### src/rtl/fft_pkg.sv
// Shared definitions for the radix-2 SDF FFT datapath.
//   tw_one       : fixed-point value of 1.0 for a BW-bit Q2.(BW-2) twiddle
//   log2_ceil    : clog2 wrapper for counter/index widths
//   idx_width    : width of a quarter-wave ROM index (0..N/4)
//   stage_len    : butterfly block length L of a given stage
//   q_fmt_t      : Q-format description consumed by the complex multiplier
//   qcos         : elaboration-time round(2^frac * cos(2*pi*i/n)), 0 <= i <= n/4
package fft_pkg;

    // 2*pi scaled by 2^30, used by the integer Taylor evaluation in qcos.
    localparam longint TWO_PI_Q30 = 64'sd6746518852;

    typedef struct packed {
        logic [7:0] int_bits;
        logic [7:0] frac_bits;
    } q_fmt_t;

    function automatic int tw_one(input int bw);
        return 1 << (bw - 2);
    endfunction

    function automatic int log2_ceil(input int v);
        return $clog2(v);
    endfunction

    // N/4 < 2^(log2(N)-1), so one bit less than the sample counter suffices.
    function automatic int idx_width(input int n);
        return $clog2(n) - 1;
    endfunction

    function automatic int stage_len(input int n, input int stage);
        return n >> (stage - 1);
    endfunction

    function automatic q_fmt_t tw_qfmt(input int bw);
        q_fmt_t f;
        f.int_bits  = 8'd2;
        f.frac_bits = 8'(bw - 2);
        return f;
    endfunction

    // Integer-only Taylor series in Q30 so the table is a pure constant that
    // every tool folds identically. The first octant uses cos directly; the
    // second octant uses sin of the complement angle to keep |x| <= pi/4,
    // where a dozen terms are far below one LSB of any practical twiddle.
    function automatic longint qcos(input int i, input int n, input int frac);
        longint one_s, x, x2, term, sum;
        int     j;
        bit     use_sin;
        one_s   = 64'sd1 <<< 30;
        use_sin = (8 * i > n);
        j       = use_sin ? (n / 4 - i) : i;
        x       = (TWO_PI_Q30 * longint'(j)) / longint'(n);
        x2      = (x * x) >>> 30;
        term    = use_sin ? x : one_s;
        sum     = term;
        for (int t = 1; t < 12; t++) begin
            if (use_sin)
                term = -((term * x2) >>> 30) / longint'((2 * t) * (2 * t + 1));
            else
                term = -((term * x2) >>> 30) / longint'((2 * t - 1) * (2 * t));
            sum += term;
        end
        return ((sum <<< frac) + (one_s >>> 1)) >>> 30;
    endfunction

endpackage

### src/rtl/twiddle_qrom.sv
// Quarter-wave cosine ROM, C[i] = round(2^(BW_TW-2) * cos(2*pi*i/N)), i = 0..N/4,
// with two independent registered read ports.
//   clk, rst_n         : clock, asynchronous active-low reset
//   cos_idx, sin_idx   : read addresses (always within 0..N/4)
//   cos_val, sin_val   : registered table values (non-negative), one cycle later
module twiddle_qrom
    import fft_pkg::*;
#(
    parameter int    N        = 256,
    parameter int    BW_TW    = 14,
    parameter string ROM_FILE = "tw_qrom.hex"
) (
    input  logic                     clk,
    input  logic                     rst_n,
    input  logic [idx_width(N)-1:0]  cos_idx,
    input  logic [idx_width(N)-1:0]  sin_idx,
    output logic [BW_TW-1:0]         cos_val,
    output logic [BW_TW-1:0]         sin_val
);

    localparam int DEPTH = N / 4 + 1;

    logic [BW_TW-1:0] tbl [DEPTH];

    for (genvar i = 0; i < DEPTH; i++) begin : g_tbl
        assign tbl[i] = BW_TW'(qcos(i, N, BW_TW - 2));
    end

    // ROM_FILE names the hex image the back-end flow writes from this same
    // table; contents are generated here so no external file is needed.
    if (ROM_FILE == "") begin : g_no_image
    end

    // NOTE: the table is constant logic, not storage, so only the read registers take reset.
    always_ff @(posedge clk or negedge rst_n) begin
        if (!rst_n) begin
            cos_val <= '0;
            sin_val <= '0;
        end else begin
            cos_val <= tbl[cos_idx];
            sin_val <= tbl[sin_idx];
        end
    end

endmodule

### src/rtl/twiddle_gen_sdf.sv
// Twiddle generator for one radix-2 SDF FFT stage. Tracks frame position,
// derives the stage twiddle index, folds it onto a quarter-wave ROM and emits
// a registered, valid-qualified twiddle three clocks after each en.
//   clk, rst_n         : clock, asynchronous active-low reset
//   en                 : sample strobe, one twiddle per en
//   sync               : with en, current sample is frame position 0
//   inv                : with en, 1 = inverse transform (conjugate twiddle)
//   cos_data, sin_data : signed Q2.(BW_TW-2) twiddle (sin_data = -sin forward)
//   tw_valid           : en delayed by three clocks
module twiddle_gen_sdf
    import fft_pkg::*;
#(
    parameter int    N        = 256,
    parameter int    STAGE    = 1,
    parameter int    BW_TW    = 14,
    parameter string ROM_FILE = "tw_qrom.hex"
) (
    input  logic                    clk,
    input  logic                    rst_n,
    input  logic                    en,
    input  logic                    sync,
    input  logic                    inv,
    output logic signed [BW_TW-1:0] cos_data,
    output logic signed [BW_TW-1:0] sin_data,
    output logic                    tw_valid
);

    localparam int LOG2N = log2_ceil(N);
    localparam int IW    = idx_width(N);
    localparam int L     = stage_len(N, STAGE);
    localparam int SH    = STAGE - 1;

    localparam logic [LOG2N-1:0] L_MASK = LOG2N'(L - 1);
    localparam logic [LOG2N-1:0] L_HALF = LOG2N'(L / 2);
    localparam logic [LOG2N-1:0] QTR    = LOG2N'(N / 4);
    localparam logic [LOG2N-1:0] HALF   = LOG2N'(N / 2);

    logic [LOG2N-1:0] cnt, pos, q, k;
    logic [IW-1:0]    cidx, sidx;
    logic             cneg;

    // P1 registers
    logic             p1_valid, p1_inv, p1_cneg;
    logic [IW-1:0]    p1_cidx, p1_sidx;
    // P2 registers (ROM data lives inside twiddle_qrom)
    logic             p2_valid, p2_inv, p2_cneg;
    logic [BW_TW-1:0] c_val, s_val;

    // Position, stage index and octant fold. The first half of each block
    // uses W^0; the second half steps by 2^(STAGE-1) through the half circle.
    // NOTE: every signal gets a value on every path, so no latch is inferred.
    always_comb begin
        pos = sync ? '0 : cnt;
        q   = pos & L_MASK;
        k   = '0;
        if (q >= L_HALF)
            k = (q - L_HALF) << SH;
        if (k < QTR) begin
            cidx = IW'(k);
            sidx = IW'(QTR - k);
            cneg = 1'b0;
        end else begin
            cidx = IW'(HALF - k);
            sidx = IW'(k - QTR);
            cneg = 1'b1;
        end
    end

    // NOTE: all clocked state uses non-blocking assignments so stages update together.
    always_ff @(posedge clk or negedge rst_n) begin
        if (!rst_n) begin
            cnt      <= '0;
            p1_valid <= 1'b0;
            p1_inv   <= 1'b0;
            p1_cneg  <= 1'b0;
            p1_cidx  <= '0;
            p1_sidx  <= '0;
        end else begin
            p1_valid <= en;
            p1_inv   <= inv;
            p1_cneg  <= cneg;
            p1_cidx  <= cidx;
            p1_sidx  <= sidx;
            if (en)
                cnt <= pos + LOG2N'(1);
        end
    end

    twiddle_qrom #(
        .N        (N),
        .BW_TW    (BW_TW),
        .ROM_FILE (ROM_FILE)
    ) u_qrom (
        .clk     (clk),
        .rst_n   (rst_n),
        .cos_idx (p1_cidx),
        .sin_idx (p1_sidx),
        .cos_val (c_val),
        .sin_val (s_val)
    );

    always_ff @(posedge clk or negedge rst_n) begin
        if (!rst_n) begin
            p2_valid <= 1'b0;
            p2_inv   <= 1'b0;
            p2_cneg  <= 1'b0;
        end else begin
            p2_valid <= p1_valid;
            p2_inv   <= p1_inv;
            p2_cneg  <= p1_cneg;
        end
    end

    // Magnitudes never exceed 2^(BW_TW-2), so negation cannot overflow.
    // Outputs only load on a valid sample and otherwise hold.
    always_ff @(posedge clk or negedge rst_n) begin
        if (!rst_n) begin
            cos_data <= '0;
            sin_data <= '0;
            tw_valid <= 1'b0;
        end else begin
            tw_valid <= p2_valid;
            if (p2_valid) begin
                cos_data <= p2_cneg ? -c_val : c_val;
                sin_data <= p2_inv  ?  s_val : -s_val;
            end
        end
    end

endmodule

### config.mk
export PLATFORM = sky130hd
export DESIGN_NAME = twiddle_gen_sdf
export DESIGN_NICKNAME = d
export VERILOG_FILES = /design/src/rtl/fft_pkg.sv /design/src/rtl/twiddle_qrom.sv /design/src/rtl/twiddle_gen_sdf.sv
export SDC_FILE = /design/constraint.sdc
export NUM_CORES = 1
export LEC_CHECK = 0
export BUFFER_PORTS_ARGS = -buffer_cell sky130_fd_sc_hd__buf_2
export CORE_UTILIZATION = 45
export CTS_CLUSTER_SIZE = 8
export DETAILED_ROUTE_END_ITERATION = 10
export PLACE_DENSITY = 0.69
export SLEW_MARGIN = 40
export SYNTH_ARGS = -nofsm -noshare
export SYNTH_HDL_FRONTEND = slang
export SYNTH_SLANG_ARGS = --single-unit
export TNS_END_PERCENT = 30
### constraint.sdc
create_clock -name clk -period 2.95 [get_ports clk]
set_clock_uncertainty 0.05 [all_clocks]
set_input_delay 0.1475 -clock clk [delete_from_list [all_inputs] [get_ports clk]]
set_output_delay 0.1475 -clock clk [all_outputs]
set_load 0.02 [all_outputs]
# Word level (Yosys, flattened, before mapping)
# Memory sizes are Yosys's and may differ from the RTL's. A register that Yosys moved wholly into a read port is not among the register bits.
# Cells that the tools add are included.
# word_totals
rom_bits	3584
word_cells	34
register_bits	57
n_memories	2
input_bits	5
# classes
bitwise	2
n_mux	7
n_lt_le_gt_ge	2
add_sub_neg	7
reduce_logical	2
# memory_table
memory	depth	word_bits	read_ports	rd_ports_with_merged_regs	write_ports	line	rtl
(no name shown)	128	14	1	1	0	twiddle_qrom.sv:41	sin_val <= tbl[sin_idx];
(no name shown)	128	14	1	1	0	twiddle_qrom.sv:40	cos_val <= tbl[cos_idx];
# op_table
op	n
$mux 14	2
$neg 14->14	2
$mux 8	2
$not 7->8	2
$mux 7	2
$add 8x1->8 const B	1
$ge 8x8->1 const B	1
$lt 8x7->1 const B	1
$sub 8x8->8 const B	1
$sub 1x7->7 const A	1
$sub 7x7->7 const A	1
$sub 7x7->7 const B	1
$logic_not 1->1	2
$mux 1	1

# Logic depth before layout (Yosys ltp)
# depth
depth_word	5
ltp_mapped	8
ltp_nobuf	7

# By module
# A second synthesis with hierarchy kept.
# unflattened
hier_cells	702
area_unflattened_um2	5992.0
# by_module_without_submodules
mod	area_each_um2	cells_per_inst	n_inst	seq_area_each_um2
twiddle_qrom	3156.8	401	1	650.6
twiddle_gen_sdf	2835.2	301	1	1401.3

# Worst setup path after synthesis
# Ideal clock, no wire load.
# synth_path
kind	reg2reg
startpoint	register, netlist name p1_sidx[0]
endpoint	register u_qrom.cos_val[3]
required_ps	2754
arrival_ps	1961
path_buffers	1
path_stages_with_launch	8
slack_ps	793
synth_period_minus_slack_ps	2157
cell_sequence	dfrtp_1 -> inv_2 -> ha_1 -> clkbuf_1 -> mux2i_1 -> a21o_1 -> a221oi_1 -> a311oi_1
# synth_lines
element	line	rtl
end: declaration	twiddle_qrom.sv:17	output logic [BW_TW-1:0] cos_val,

==> impl_metrics.csv <==
group,metric,value,unit
status,status,"finished, final reports clean",
yosys,synthCells,693,
critical_path,crit_path_max_incr_delay,0.54,ns
place,dp_hpwl,9.94,mm
floorplanning,die_area,13600,µm²
layout,area_growth,8.88,%
power_and_ir_drop,p_int,2510,µW
sta,fin_tns_setup,0,ns
min_path,hp-class,"in2reg",
critical_path,cp-end-kind,"register",
yosys,syn_area,5920,µm²
cts,cts_setup_buffers,0,
layout,antennaDiodeCount,0,
yosys,async_flop_share,100,%
yosys,seq_area_frac_synth,34.7,%
floorplanning,core_area,12700,µm²
power_and_ir_drop,switchingPower,1440,µW
sta,fin_crit_sh,72.8,%
critical_path,path_cells,"inv_2 > ha_1 > nor2b_1 > o21ai_0 > a31o_2 > a32o_1",
sta,relSlewSlack,52.0,%
cts,cts_max_level,3,
power_and_ir_drop,p_clk_share,27.9,%
detailed_routing,vias,5290,
cts,cts_hold_buf,2,
critical_path,path_class,"reg2reg",
sta,worstMarginPinSlew,0.714,ns
yosys,ys_ff_latch,82,
cts,post_cts_resize_count,0,
yosys,yosys_warnings,0,
power_and_ir_drop,seqPwrFrac,38.1,%
cts,clk_pin_slew,0.07,ns
global_route,grt_max_degree,83,
power_and_ir_drop,switching_share,36.5,%
job,maxCapViolCount,0,
place,pre_cts_slack,0.843,ns
global_route,overflow,0,
layout,finish.net_count,731,
cts,cts_tree,"done",
critical_path,critPathMaxFanout,13,
layout,final_layout_size_suffix_gt1_share,12.7,%
detailed_routing,ant_nets,0,
place,io_buffers,33,
floorplanning,std_cell_rows,41,
cts,clk_latency,0.34,ns
sta,setup_ws,0.802,ns
critical_path,cp-start-kind,"register",
detailed_routing,drt-initial-drc-count,628,
global_route,grt_use_total,22.1,%
cts,cts_buffers,9,
yosys,synth_nets,728,
detailed_routing,drt-total-wl,14.3,mm
cts,cts-root-buf,"clkbuf_16",
detailed_routing,routed_via_density,6.07,
yosys,synth.top_cell.area_share,34.7,%
yosys,synth.largest_area_cell,"dfrtp_1",
sta,finalCriticalPeriod,2.15,ns
cts,cts.sinks,82,
detailed_routing,first_pass_iters,8,
power_and_ir_drop,p_leak,0.00258,µW
cts,cts_max_path_buffers,2,
yosys,synth_commonest_cells,"dfrtp_1, nor2_1, a21oi_1",
power_and_ir_drop,vdd_drop_max,0.000407,V
critical_path,path_buf_inv,1,
floorplanning,initial_core_util,46.5,%
yosys,synth_area_per_cell,8.54,µm²
yosys,yosys.cell_types.count,68,
critical_path,crit_arrival,2.33,ns
sta,timing.hold.ws,0.0228,ns
place,place.gp.congestion,0.998,
layout,final_area,6450,µm²
sta,final_hold_viol_count,0,
layout,fill_cells,1201,
yosys,synth_area_leaders,"dfrtp_1, ha_1, a21oi_1, nor2_1, xnor2_1",
global_route,antenna_found_initial,0,
detailed_routing,drc_errors,0,
critical_path,rrSetupSlack,0.80,ns
sta,finalSetupViolCount,0,
floorplanning,io_pins,34,
floorplanning,die_h,117,µm
yosys,synth_edf_count,0,
yosys,synth_most_common_cell,"dfrtp_1",
global_route,grt_pass1_wl,23.5,mm
detailed_routing,wl_per_cell,16.4,µm
global_route,grt_pass1_vias,4801,
critical_path,crit_family,"compound AO/OA/AOI/OAI gates",
floorplanning,die_w,117,µm
sta,max_freq,465,MHz
sta,rsz0062_at_grt,"false",
power_and_ir_drop,powerDensity,612,nW/µm²
place,place_area,6130,µm²
yosys,ys.flop_type,"dfrtp_1",
critical_path,slowest_stage,"ha_1",
sta,slew_violations,0,
power_and_ir_drop,power_frac_comb,34.1,%
critical_path,cp.required,3.14,ns
## power groups by stage
stage               combinational, µW  clock (µW)  sequential (µW)
CTS                              1340        1140             1500
floorplan                         934           0             1560
detailed placement               1330           0             1520
global placement                 1300           0             1510
global route                     1490        1180             1530
finish                           1340        1100             1500
## flip-flops by register name, summed over array words and instances, names as in the netlist
signal,flops
p1_inv,1
p1_cneg,1
tw_valid,1
cos_data,14
sin_data,14
p2_cneg,1
p1_valid,1
p1_sidx,7
p2_valid,1
p2_inv,1
u_qrom.cos_val,13
cnt,8
u_qrom.sin_val,13
p1_cidx,6
## placed cells by master (no fill, tap or decap), types with 5 or more instances in the layout
cell,instances
a211oi_1,10
a21o_1,5
a21oi_1,63
a311oi_1,6
a31o_2,5
a31oi_1,17
and2_1,6
buf_2,32
buf_4,12
clkbuf_16,9
dfrtp_1,81
ha_1,30
inv_1,28
mux2_2,6
mux2i_1,13
nand2_1,40
nand2b_1,20
nand3_1,12
nor2_1,75
nor2b_1,17
nor3_1,15
nor4_1,6
o211ai_1,14
o21a_1,6
o21ai_0,42
o221ai_1,6
o22ai_1,8
xnor2_1,25
## final timing paths
check / from / endpoint / cells after the start
min in group asynchronous: rst_n / cos_data[9] / 2
max in group asynchronous: rst_n / p1_cidx[3] / 2
worst max register to register: p1_sidx[0] / u_qrom.cos_val[7] / 6
worst min register to register: p1_inv / p2_inv / 0
worst min-delay path: en / p1_valid / 1
worst max-delay path: p1_sidx[0] / u_qrom.cos_val[7] / 6
## metrics by stage
stage               cells  utilization [%]  total power, µW
finish                872             50.7             3950
global route          872             50.7             4200
CTS                   872             50.7             3980
detailed placement    855             48.2             2850
global placement      855             48.2             2810
floorplan             693                -             2500
## cell type report
| type | count | area [µm²] | area share (%) |
|---|---|---|---|
| clock buffer | 9 | 225 | 3.49 |
| multi-input combinational | 522 | 3480 | 53.9 |
| sequential | 82 | 2050 | 31.9 |
| tap | 172 | 215 | 3.34 |
| clock inverter | 6 | 66.3 | 1.03 |
| timing repair buffer | 47 | 282 | 4.37 |
| inverter | 34 | 128 | 1.98 |
## metal layers
layer  track usage, %  wire, µm  share of wire [%]
met1             28.4      6130                 43
met2             36.3      6660                 46
met3             4.57      1190                8.3
met4             9.03       354                2.5
met5                0         0                  0
## cell families (layout without fill, tap and decap cells)
kind of cell | Yosys count | in the layout | share of synthesized area [%]
AND/OR/NAND/NOR | 215 | 215 | 18.1
AO/OA/AOI/OAI | 225 | 225 | 25.1
XOR/XNOR | 28 | 28 | 4.14
multiplexers | 23 | 23 | 4.86
adder cells (fa/ha/maj) | 31 | 31 | 6.51
buffers and inverters | 89 | 96 | 6.61
flip-flops | 82 | 82 | 34.7
Power figures use the tool's default switching activity.
